==> src/rtl/regfile_pkg.sv <==
// Shared constants and types for the multi-port register file slice.
package regfile_pkg;

    localparam int unsigned XLEN_DEFAULT  = 32;
    localparam int unsigned NREGS_DEFAULT = 32;
    localparam int unsigned REG_ZERO      = 0;
    localparam int unsigned NUM_WP        = 2;

    // Write-port index; ALU port has priority over the load port.
    typedef enum logic {
        WP_ALU  = 1'b0,
        WP_LOAD = 1'b1
    } wp_idx_e;

endpackage

==> src/rtl/regfile_scoreboard.sv <==
// Busy-bit scoreboard: tracks reserved destination registers and their count.
module regfile_scoreboard
    import regfile_pkg::*;
#(
    parameter int unsigned NREGS = NREGS_DEFAULT,
    parameter int unsigned AW    = $clog2(NREGS)
) (
    input  logic             clk,
    input  logic             reset,
    input  logic             rsv_en,
    input  logic [AW-1:0]    rsv_rd,
    input  logic             clr0_en,
    input  logic [AW-1:0]    clr0_rd,
    input  logic             clr1_en,
    input  logic [AW-1:0]    clr1_rd,
    output logic [NREGS-1:0] busy,
    output logic [AW:0]      busy_count
);

    logic [NREGS-1:0] set_vec;
    logic [NREGS-1:0] clr_vec;
    logic [NREGS-1:0] busy_next;
    logic [NREGS-1:0] falls;
    logic             inc;
    logic [AW:0]      dec;
    logic [AW:0]      count_next;

    // Decode set/clear requests; a same-cycle reservation overrides a clear.
    always_comb begin
        set_vec = '0;
        clr_vec = '0;
        if (rsv_en && (rsv_rd != AW'(REG_ZERO))) set_vec[rsv_rd] = 1'b1;
        if (clr0_en && (clr0_rd != AW'(REG_ZERO))) clr_vec[clr0_rd] = 1'b1;
        if (clr1_en && (clr1_rd != AW'(REG_ZERO))) clr_vec[clr1_rd] = 1'b1;
        busy_next = (busy & ~clr_vec) | set_vec;
        inc       = |(set_vec & ~busy);
        falls     = busy & clr_vec & ~set_vec;
        dec       = '0;
        for (int unsigned r = 0; r < NREGS; r++) begin
            dec = dec + (AW+1)'(falls[r]);
        end
        count_next = busy_count + (AW+1)'(inc) - dec;
    end

    // Busy bits and their running population count.
    always_ff @(posedge clk or posedge reset) begin
        if (reset) begin
            busy       <= '0;
            busy_count <= '0;
        end else begin
            busy       <= busy_next;
            busy_count <= count_next;
        end
    end

endmodule

==> src/rtl/register_file_mp.sv <==
// Multi-port register file: two write ports, NREAD combinational read ports,
// optional write-to-read bypass, collision flag and reservation scoreboard.
module register_file_mp
    import regfile_pkg::*;
#(
    parameter int unsigned XLEN   = XLEN_DEFAULT,
    parameter int unsigned NREGS  = NREGS_DEFAULT,
    parameter int unsigned NREAD  = 2,
    parameter int unsigned BYPASS = 1,
    parameter int unsigned AW     = $clog2(NREGS)
) (
    input  logic                  clk,
    input  logic                  reset,
    input  logic [NREAD*AW-1:0]   rs,
    output logic [NREAD*XLEN-1:0] read_data,
    output logic [NREAD-1:0]      rs_busy,
    input  logic                  wr0_en,
    input  logic [AW-1:0]         wr0_rd,
    input  logic [XLEN-1:0]       wr0_data,
    input  logic                  wr1_en,
    input  logic [AW-1:0]         wr1_rd,
    input  logic [XLEN-1:0]       wr1_data,
    input  logic                  rsv_en,
    input  logic [AW-1:0]         rsv_rd,
    output logic                  wr_collision,
    output logic [AW:0]           busy_count
);

    logic [XLEN-1:0]  regs    [NREGS];
    logic             wp_act  [NUM_WP];
    logic [AW-1:0]    wp_rd   [NUM_WP];
    logic [XLEN-1:0]  wp_data [NUM_WP];
    logic [NREGS-1:0] busy;
    logic             collide;
    logic [AW-1:0]    rd_addr;
    logic [XLEN-1:0]  rd_val;
    logic             rd_bsy;

    // Gather write ports; a write to register 0 is never active.
    always_comb begin
        wp_rd[WP_ALU]    = wr0_rd;
        wp_rd[WP_LOAD]   = wr1_rd;
        wp_data[WP_ALU]  = wr0_data;
        wp_data[WP_LOAD] = wr1_data;
        wp_act[WP_ALU]   = wr0_en && (wr0_rd != AW'(REG_ZERO));
        wp_act[WP_LOAD]  = wr1_en && (wr1_rd != AW'(REG_ZERO));
        collide          = wp_act[WP_ALU] && wp_act[WP_LOAD] &&
                           (wp_rd[WP_ALU] == wp_rd[WP_LOAD]);
    end

    // Storage; the ALU write is applied last so it wins a same-address collision.
    always_ff @(posedge clk or posedge reset) begin
        if (reset) begin
            for (int unsigned r = 0; r < NREGS; r++) regs[r] <= '0;
        end else begin
            if (wp_act[WP_LOAD]) regs[wp_rd[WP_LOAD]] <= wp_data[WP_LOAD];
            if (wp_act[WP_ALU])  regs[wp_rd[WP_ALU]]  <= wp_data[WP_ALU];
        end
    end

    // One-cycle registered pulse for a dual write to the same register.
    always_ff @(posedge clk or posedge reset) begin
        if (reset) wr_collision <= 1'b0;
        else       wr_collision <= collide;
    end

    regfile_scoreboard #(
        .NREGS (NREGS),
        .AW    (AW)
    ) u_scoreboard (
        .clk        (clk),
        .reset      (reset),
        .rsv_en     (rsv_en),
        .rsv_rd     (rsv_rd),
        .clr0_en    (wr0_en),
        .clr0_rd    (wr0_rd),
        .clr1_en    (wr1_en),
        .clr1_rd    (wr1_rd),
        .busy       (busy),
        .busy_count (busy_count)
    );

    // Read ports with optional forwarding; ALU match checked last for priority.
    always_comb begin
        read_data = '0;
        rs_busy   = '0;
        rd_addr   = '0;
        rd_val    = '0;
        rd_bsy    = 1'b0;
        for (int unsigned i = 0; i < NREAD; i++) begin
            rd_addr = rs[i*AW +: AW];
            rd_val  = regs[rd_addr];
            rd_bsy  = busy[rd_addr];
            if (BYPASS != 0) begin
                if (wp_act[WP_LOAD] && (wp_rd[WP_LOAD] == rd_addr)) begin
                    rd_val = wp_data[WP_LOAD];
                    rd_bsy = 1'b0;
                end
                if (wp_act[WP_ALU] && (wp_rd[WP_ALU] == rd_addr)) begin
                    rd_val = wp_data[WP_ALU];
                    rd_bsy = 1'b0;
                end
            end
            read_data[i*XLEN +: XLEN] = rd_val;
            rs_busy[i]                = rd_bsy;
        end
    end

endmodule

==> config.mk <==
export PLATFORM = sky130hd
export DESIGN_NAME = register_file_mp
export DESIGN_NICKNAME = d
export VERILOG_FILES = /design/src/rtl/regfile_pkg.sv /design/src/rtl/regfile_scoreboard.sv /design/src/rtl/register_file_mp.sv
export SDC_FILE = /design/constraint.sdc
export NUM_CORES = 2
export LEC_CHECK = 0
export CORE_MARGIN = 5
export CORE_UTILIZATION = 30
export DETAILED_ROUTE_END_ITERATION = 6
export PLACE_DENSITY = 0.5
export SETUP_SLACK_MARGIN = 0.3
export SLEW_MARGIN = 30
export SYNTH_ARGS = -nofsm -noshare
export SYNTH_HDL_FRONTEND = slang
export SYNTH_SLANG_ARGS = --single-unit
==> constraint.sdc <==
create_clock -name clk -period 34 [get_ports clk]
set_input_delay 6.8 -clock clk [delete_from_list [all_inputs] [get_ports clk]]
set_output_delay 6.8 -clock clk [all_outputs]
set_load 0.02 [all_outputs]
# [Word level (Yosys, flattened, before mapping)]
# Cells that the tools add are included.
[word_totals] reg_bits=1063 inputBits=94 out_inout_bits=73
[classes] n_bitwise=13 n_eq_ne=5 n_mux=35 n_addsub=33 n_lt_le_gt_ge=14 n_reduce_logical=18
[ops] operator="$bwmux 1024" n=2
[ops] operator="$mux 1024" n=2
[ops] operator="$mux 32" n=13
[ops] operator="$bmux 32 s5" n=2
[ops] operator="$demux 32 s5" n=2
[ops] operator="$add 6x1->6" n=31
[ops] operator="$and 32x32->32" n=4
[ops] operator="$not 32->32" n=3
[ops] operator="$or 32x32->32" n=2
[ops] operator="$reduce_or 32->1" n=1
[ops] operator="$lt 5x6->1 const B" n=5
[ops] operator="$eq 5x5->1" n=5
[ops] operator="$ge 6x6->1 const B" n=4
[ops] operator="$not 5->6" n=4
[ops] operator="$demux 1 s5" n=3
[ops] operator="$ge 5x1->1 const B" n=3
[ops] operator="$reduce_bool 5->1" n=3
[ops] operator="$logic_and 1x1->1" n=14
[ops] operator="$lt 6x1->1 const B" n=2
[ops] operator="$bmux 1 s5" n=2
[ops] operator="$mux 1" n=9
[ops] operator="$sub 6x6->6" n=1
[ops] operator="$add 1x1->2" n=1

# [Depth between registers and ports, before layout]
[depth] word_depth=41 ltp_mapped=26 depth_no_buf=22

# [Modules after synthesis]
# Synthesis repeated with hierarchy kept, for this count alone.
[hier_totals] cells_unflattened=6563 hier_area_um2=68578.3
[modules_own_cells] module="register_file_mp" seq_area_each_um2=25649.6 instances=1 cells_per_inst=6142 area_each_um2=64872.2
[modules_own_cells] module="regfile_scoreboard" seq_area_each_um2=950.9 instances=1 cells_per_inst=421 area_each_um2=3706.1

# [Worst setup path after synthesis]
# No wires, ideal clock.
[synth_path] kind="input -> output" from="in rs[8]" to="out read_data[35]" path_slack_ps=18130 t_arrival_ps=9070 required_ps=27200 stages=6 cell_sequence="buf_2 -> nor2_1 -> clkbuf_1 -> buf_2 -> a221oi_1 -> a2111oi_0"
[synth_via] elab_chain_cells=6
[synth_rtl] element="start, declared" line="register_file_mp.sv:14" rtl="input logic [NREAD*AW-1:0] rs,"
[synth_rtl] element="$not 5->6 (not written as such)" line="register_file_mp.sv:92" rtl="rd_val = regs[rd_addr];"
[synth_rtl] element="$bmux 32 s5" line="register_file_mp.sv:92"
[synth_rtl] element="$mux 32 (not written as such) (2 in a row)" line="register_file_mp.sv:92"
[synth_rtl] element="$mux 32" line="register_file_mp.sv:95" rtl="if (wp_act[WP_LOAD] && (wp_rd[WP_LOAD] == rd_addr)) begin"
[synth_rtl] element="$mux 32 *" line="register_file_mp.sv:99" rtl="if (wp_act[WP_ALU] && (wp_rd[WP_ALU] == rd_addr)) begin"
[synth_rtl] element="end, declared" line="register_file_mp.sv:15" rtl="output logic [NREAD*XLEN-1:0] read_data,"
# Every way passes the cells marked *; elsewhere a longest branch is shown, timed or not. The select of a mux whose other input is x is not followed.

# [Final worst setup path]
[layout_path] from="in wr0_rd[2]" to="out read_data[29]"
[layout_via] elab_chain_cells=4
[layout_rtl] element="start, declared" line="register_file_mp.sv:18" rtl="input logic [AW-1:0] wr0_rd,"
[layout_rtl] element="$reduce_bool 5->1" line="register_file_mp.sv:45" rtl="wp_act[WP_ALU] = wr0_en && (wr0_rd != AW'(REG_ZERO));"
[layout_rtl] element="$logic_and 1x1->1" line="register_file_mp.sv:45"
[layout_rtl] element="$logic_and 1x1->1 *" line="register_file_mp.sv:99"
[layout_rtl] element="$mux 32 *" line="register_file_mp.sv:99"
# Every way passes the cells marked *; elsewhere a longest branch is shown, timed or not.

==> flow_metrics.py <==
metrics = {
    "clocking": {
        "holdBufCountCts": 0,
        "clock-sinks": 1063,
        "cts_resized": 0,
        "cts_htree_levels": 4,
        "cts_tree": "built",
        "clk_pin_slew_ps": 60,
        "cts.path.max_buffers": 3,
        "clkLatencyLatePin_ps": 800,
        "cts_buffers": 130,
        "ctsRootBufferMaster": "clkbuf_16",
        "post-cts-setup-buffer-count": 0,
    },
    "floorplan": {
        "die_x_um": 487,
        "io_pins": 167,
        "initial_core_util_pct": 30.1,
        "rows": 175,
        "core_mm2": 0.227,
        "die-area_mm2": 0.237,
        "die_h_um": 487,
    },
    "status": {
        "violations": "design-rule violations",
        "status": "finished with violations",
    },
    "sta": {
        "rsz0062_at_grt": "no",
        "period_share_pct": 55.2,
        "setup_tns_ps": 0,
        "final-hold-violation-count": 0,
        "fmax_mhz": 53.3,
        "setup_viol": 0,
        "fin_crit_ps": 18760,
        "maxSlewHeadroom_pct": 25.1,
        "fin_skew_ps": 22.1,
        "hold_ws_ps": 393,
        "worstMarginPinSlew_ps": 1120,
        "slew_violations": 0,
    },
    "cells_and_area": {
        "drive_gt1_share_pct": 17.6,
        "nets": 6377,
        "final_common_cell": "dfrtp_1",
        "final_cell_mix": "1063 x dfrtp_1, 851 x mux2i_1, 838 x nand2_1",
        "synthToLayoutAreaGrowth_pct": 12.6,
    },
    "logic_synthesis": {
        "ys_seq_elements": 1063,
        "syn_inst": 6544,
        "synth-main-ff-cell": "dfrtp_1",
        "synth_seq_area_share_pct": 39.0,
        "ys_types": 75,
        "synth_top_family_by_area": "multiplexers",
        "synthSimpleGateAreaFrac_pct": 10.1,
        "synth_fa_ha_area_share_pct": 1.36,
        "muxShareOfSynthArea_pct": 30.0,
        "synth_compound_area_share_pct": 13.3,
        "synth-edff-count": 0,
        "yosys_warnings": 0,
        "async_flop_share_pct": 100,
        "syn_nets": 6694,
        "synth_xor_area_share_pct": 0.360,
        "synth_area_mm2": 0.0682,
        "synth_area_per_cell_um2": 10.4,
    },
    "setup_path": {
        "crit_type": "input pin to output port",
        "crit_slowest_cell": "clkdlybuf4s50_1",
        "path_max_fanout": 17,
        "cp.required_ps": 27200,
        "cpMostUsedCell": "clkdlybuf4s50_1",
        "slowest_delay_ps": 800,
        "end_kind": "output port",
        "worst-path-buf-inv": 3,
        "startpoint_type": "input pin",
        "path_cells": "clkdlybuf4s50_1, or3_1, nor3_4, or4_2, nand3_2, buf_4, o2111ai_1, clkdlybuf4s50_1",
        "crit_family": "simple AND/OR/NAND/NOR gates",
        "arrival_ps": 11960,
    },
    "hold_path": {
        "hold_path_class": "register to register",
    },
    "grt": {
        "overflow": 0,
        "grt_pass1_vias": 56400,
        "antenna_found_initial": 16,
        "grt_pass1_wl_mm": 453,
        "grt_max_degree": 166,
        "grt_util_all_layers_pct": 26.7,
    },
    "detailed_routing": {
        "firstDrtPassIters": 7,
        "drc": 3,
        "via_count": 57700,
        "drtIter0Drc": 7625,
        "wirelength_mm": 324,
        "antenna_left": 0,
        "post_drt_wl_per_cell_um": 34.7,
        "drt-vias-per-instance": 6.18,
    },
    "placed_design": {
        "portBuffers": 166,
        "place_congestion": 0.882,
        "dp_hpwl_mm": 184,
    },
    "power_and_ir_drop": {
        "ir_drop_uv": 34.1,
        "p_per_area_mw_per_mm2": 58.9,
        "p_leak_nw": 31.6,
    },
    "flow_run": {
        "maxCapViolations": 0,
    },
}
-- metrics by stage --
step | setup WS [ps] | utilization (%) | power, mW | cell area (µm²) | instances
finish | 15240 | 33.9 | 4.53 | 76800 | 9340
global placement | 14840 | 31.8 | 3.03 | 72100 | 9094
detailed placement | 15070 | 31.9 | 3.08 | 72400 | 9101
global route | 15060 | 33.9 | 4.73 | 76800 | 9336
floorplan | 12540 | - | 2.67 | 68200 | 6544
CTS | 15050 | 33.8 | 4.52 | 76600 | 9326
-- path summary, 6_finish.rpt --
check                                startpoint                    endpoint  slack [ps]  depth (start not counted)
min                                  regs[1001]                  regs[1001]         390                          0
min in group asynchronous                 reset                   regs[507]        6420                          2
max reg2reg                u_scoreboard.busy[4]  u_scoreboard.busy_count[5]       28050                         20
min reg2reg                          regs[1001]                  regs[1001]         390                          0
max                                   wr0_rd[2]               read_data[29]       15240                          8
max in group asynchronous                 reset                    regs[10]       23760                          7
-- cell type report --
type	instances	area, µm²
tap	3009	3760
clock buffer	195	3860
clock inverter	30	405
fill	22700	150000
sequential	1063	26600
inverter	54	206
timing repair buffer	396	3650
antenna	11	27.5
multi-input combinational	4582	38300
-- synth_stat cells (all sizes together), types with 4 or more instances --
cell type / count / area (µm²)
nor3b: 7 / 62.6
a211oi: 6 / 45.0
mux2i: 851 / 8520
inv: 53 / 199
nand4: 41 / 257
and3: 11 / 68.8
dfrtp: 1063 / 26600
o221ai: 11 / 96.3
o2111ai: 34 / 354
o22ai: 19 / 119
fa: 30 / 601
xor2: 11 / 96.3
or3b: 4 / 35.0
a22o: 77 / 674
a21oi: 356 / 1780
a22oi: 148 / 1110
nor4: 19 / 134
nand3: 88 / 455
mux2: 11 / 124
nor3: 47 / 274
xnor2: 17 / 149
o21ai: 620 / 3100
a221oi: 77 / 768
ha: 26 / 325
nand2: 858 / 3220
nor2: 482 / 1830
o211ai: 26 / 195
nand2b: 7 / 43.8
nand3b: 13 / 97.6
or2: 6 / 37.5
and4: 16 / 143
buf: 268 / 1550
a32oi: 8 / 70.1
clkbuf: 577 / 2190
and2: 7 / 43.8
nor2b: 17 / 106
a31oi: 51 / 319
mux4: 526 / 11800
a2111oi: 30 / 329
-- sequential cells by signal, indices dropped and copies added, names as in the netlist --
| signal | flops |
|---|---|
| regs | 1024 |
| u_scoreboard.busy | 32 |
| u_scoreboard.busy_count | 6 |
| wr_collision | 1 |
-- cell families (layout without fill, tap and decap cells) --
kind of cell	after synthesis	count (layout)
XOR/XNOR	28	28
AO/OA/AOI/OAI	1473	1473
AND/OR/NAND/NOR	1636	1636
multiplexers	1388	1388
other	1	12
adder cells (fa/ha/maj)	56	56
flip-flops	1063	1063
buffers and inverters	899	675
-- worst reg2reg max path, delay by kind of cell, from the launching register on --
family | cells | cell delay, ps
AO/OA/AOI/OAI | 3 | 720
XOR/XNOR | 2 | 320
adder cells (fa/ha/maj) | 10 | 4000
buffers and inverters | 4 | 190
flip-flops | 1 | 450
AND/OR/NAND/NOR | 1 | 180
-- power breakdown --
| part | switching (mW) | leakage, nW | total (mW) | internal [mW] |
|---|---|---|---|---|
| sequential | 0.284 | 13.1 | 1.88 | 1.59 |
| clock | 0.612 | 2.10 | 1.44 | 0.831 |
| combinational | 0.586 | 16.4 | 1.21 | 0.623 |
| total | 1.48 | 31.6 | 4.53 | 3.05 |
-- layer usage --
metal / share of wire [%] / global-route usage, % / up-vias
li1: - / - / 23400
met1: 39 / 34.9 / 29400
met2: 43 / 39.6 / 3988
met3: 11 / 7.76 / 976
met4: 6.5 / 14.9 / 12
met5: 0.027 / 0 / -
Note: power is estimated with default switching activity, not from simulation.
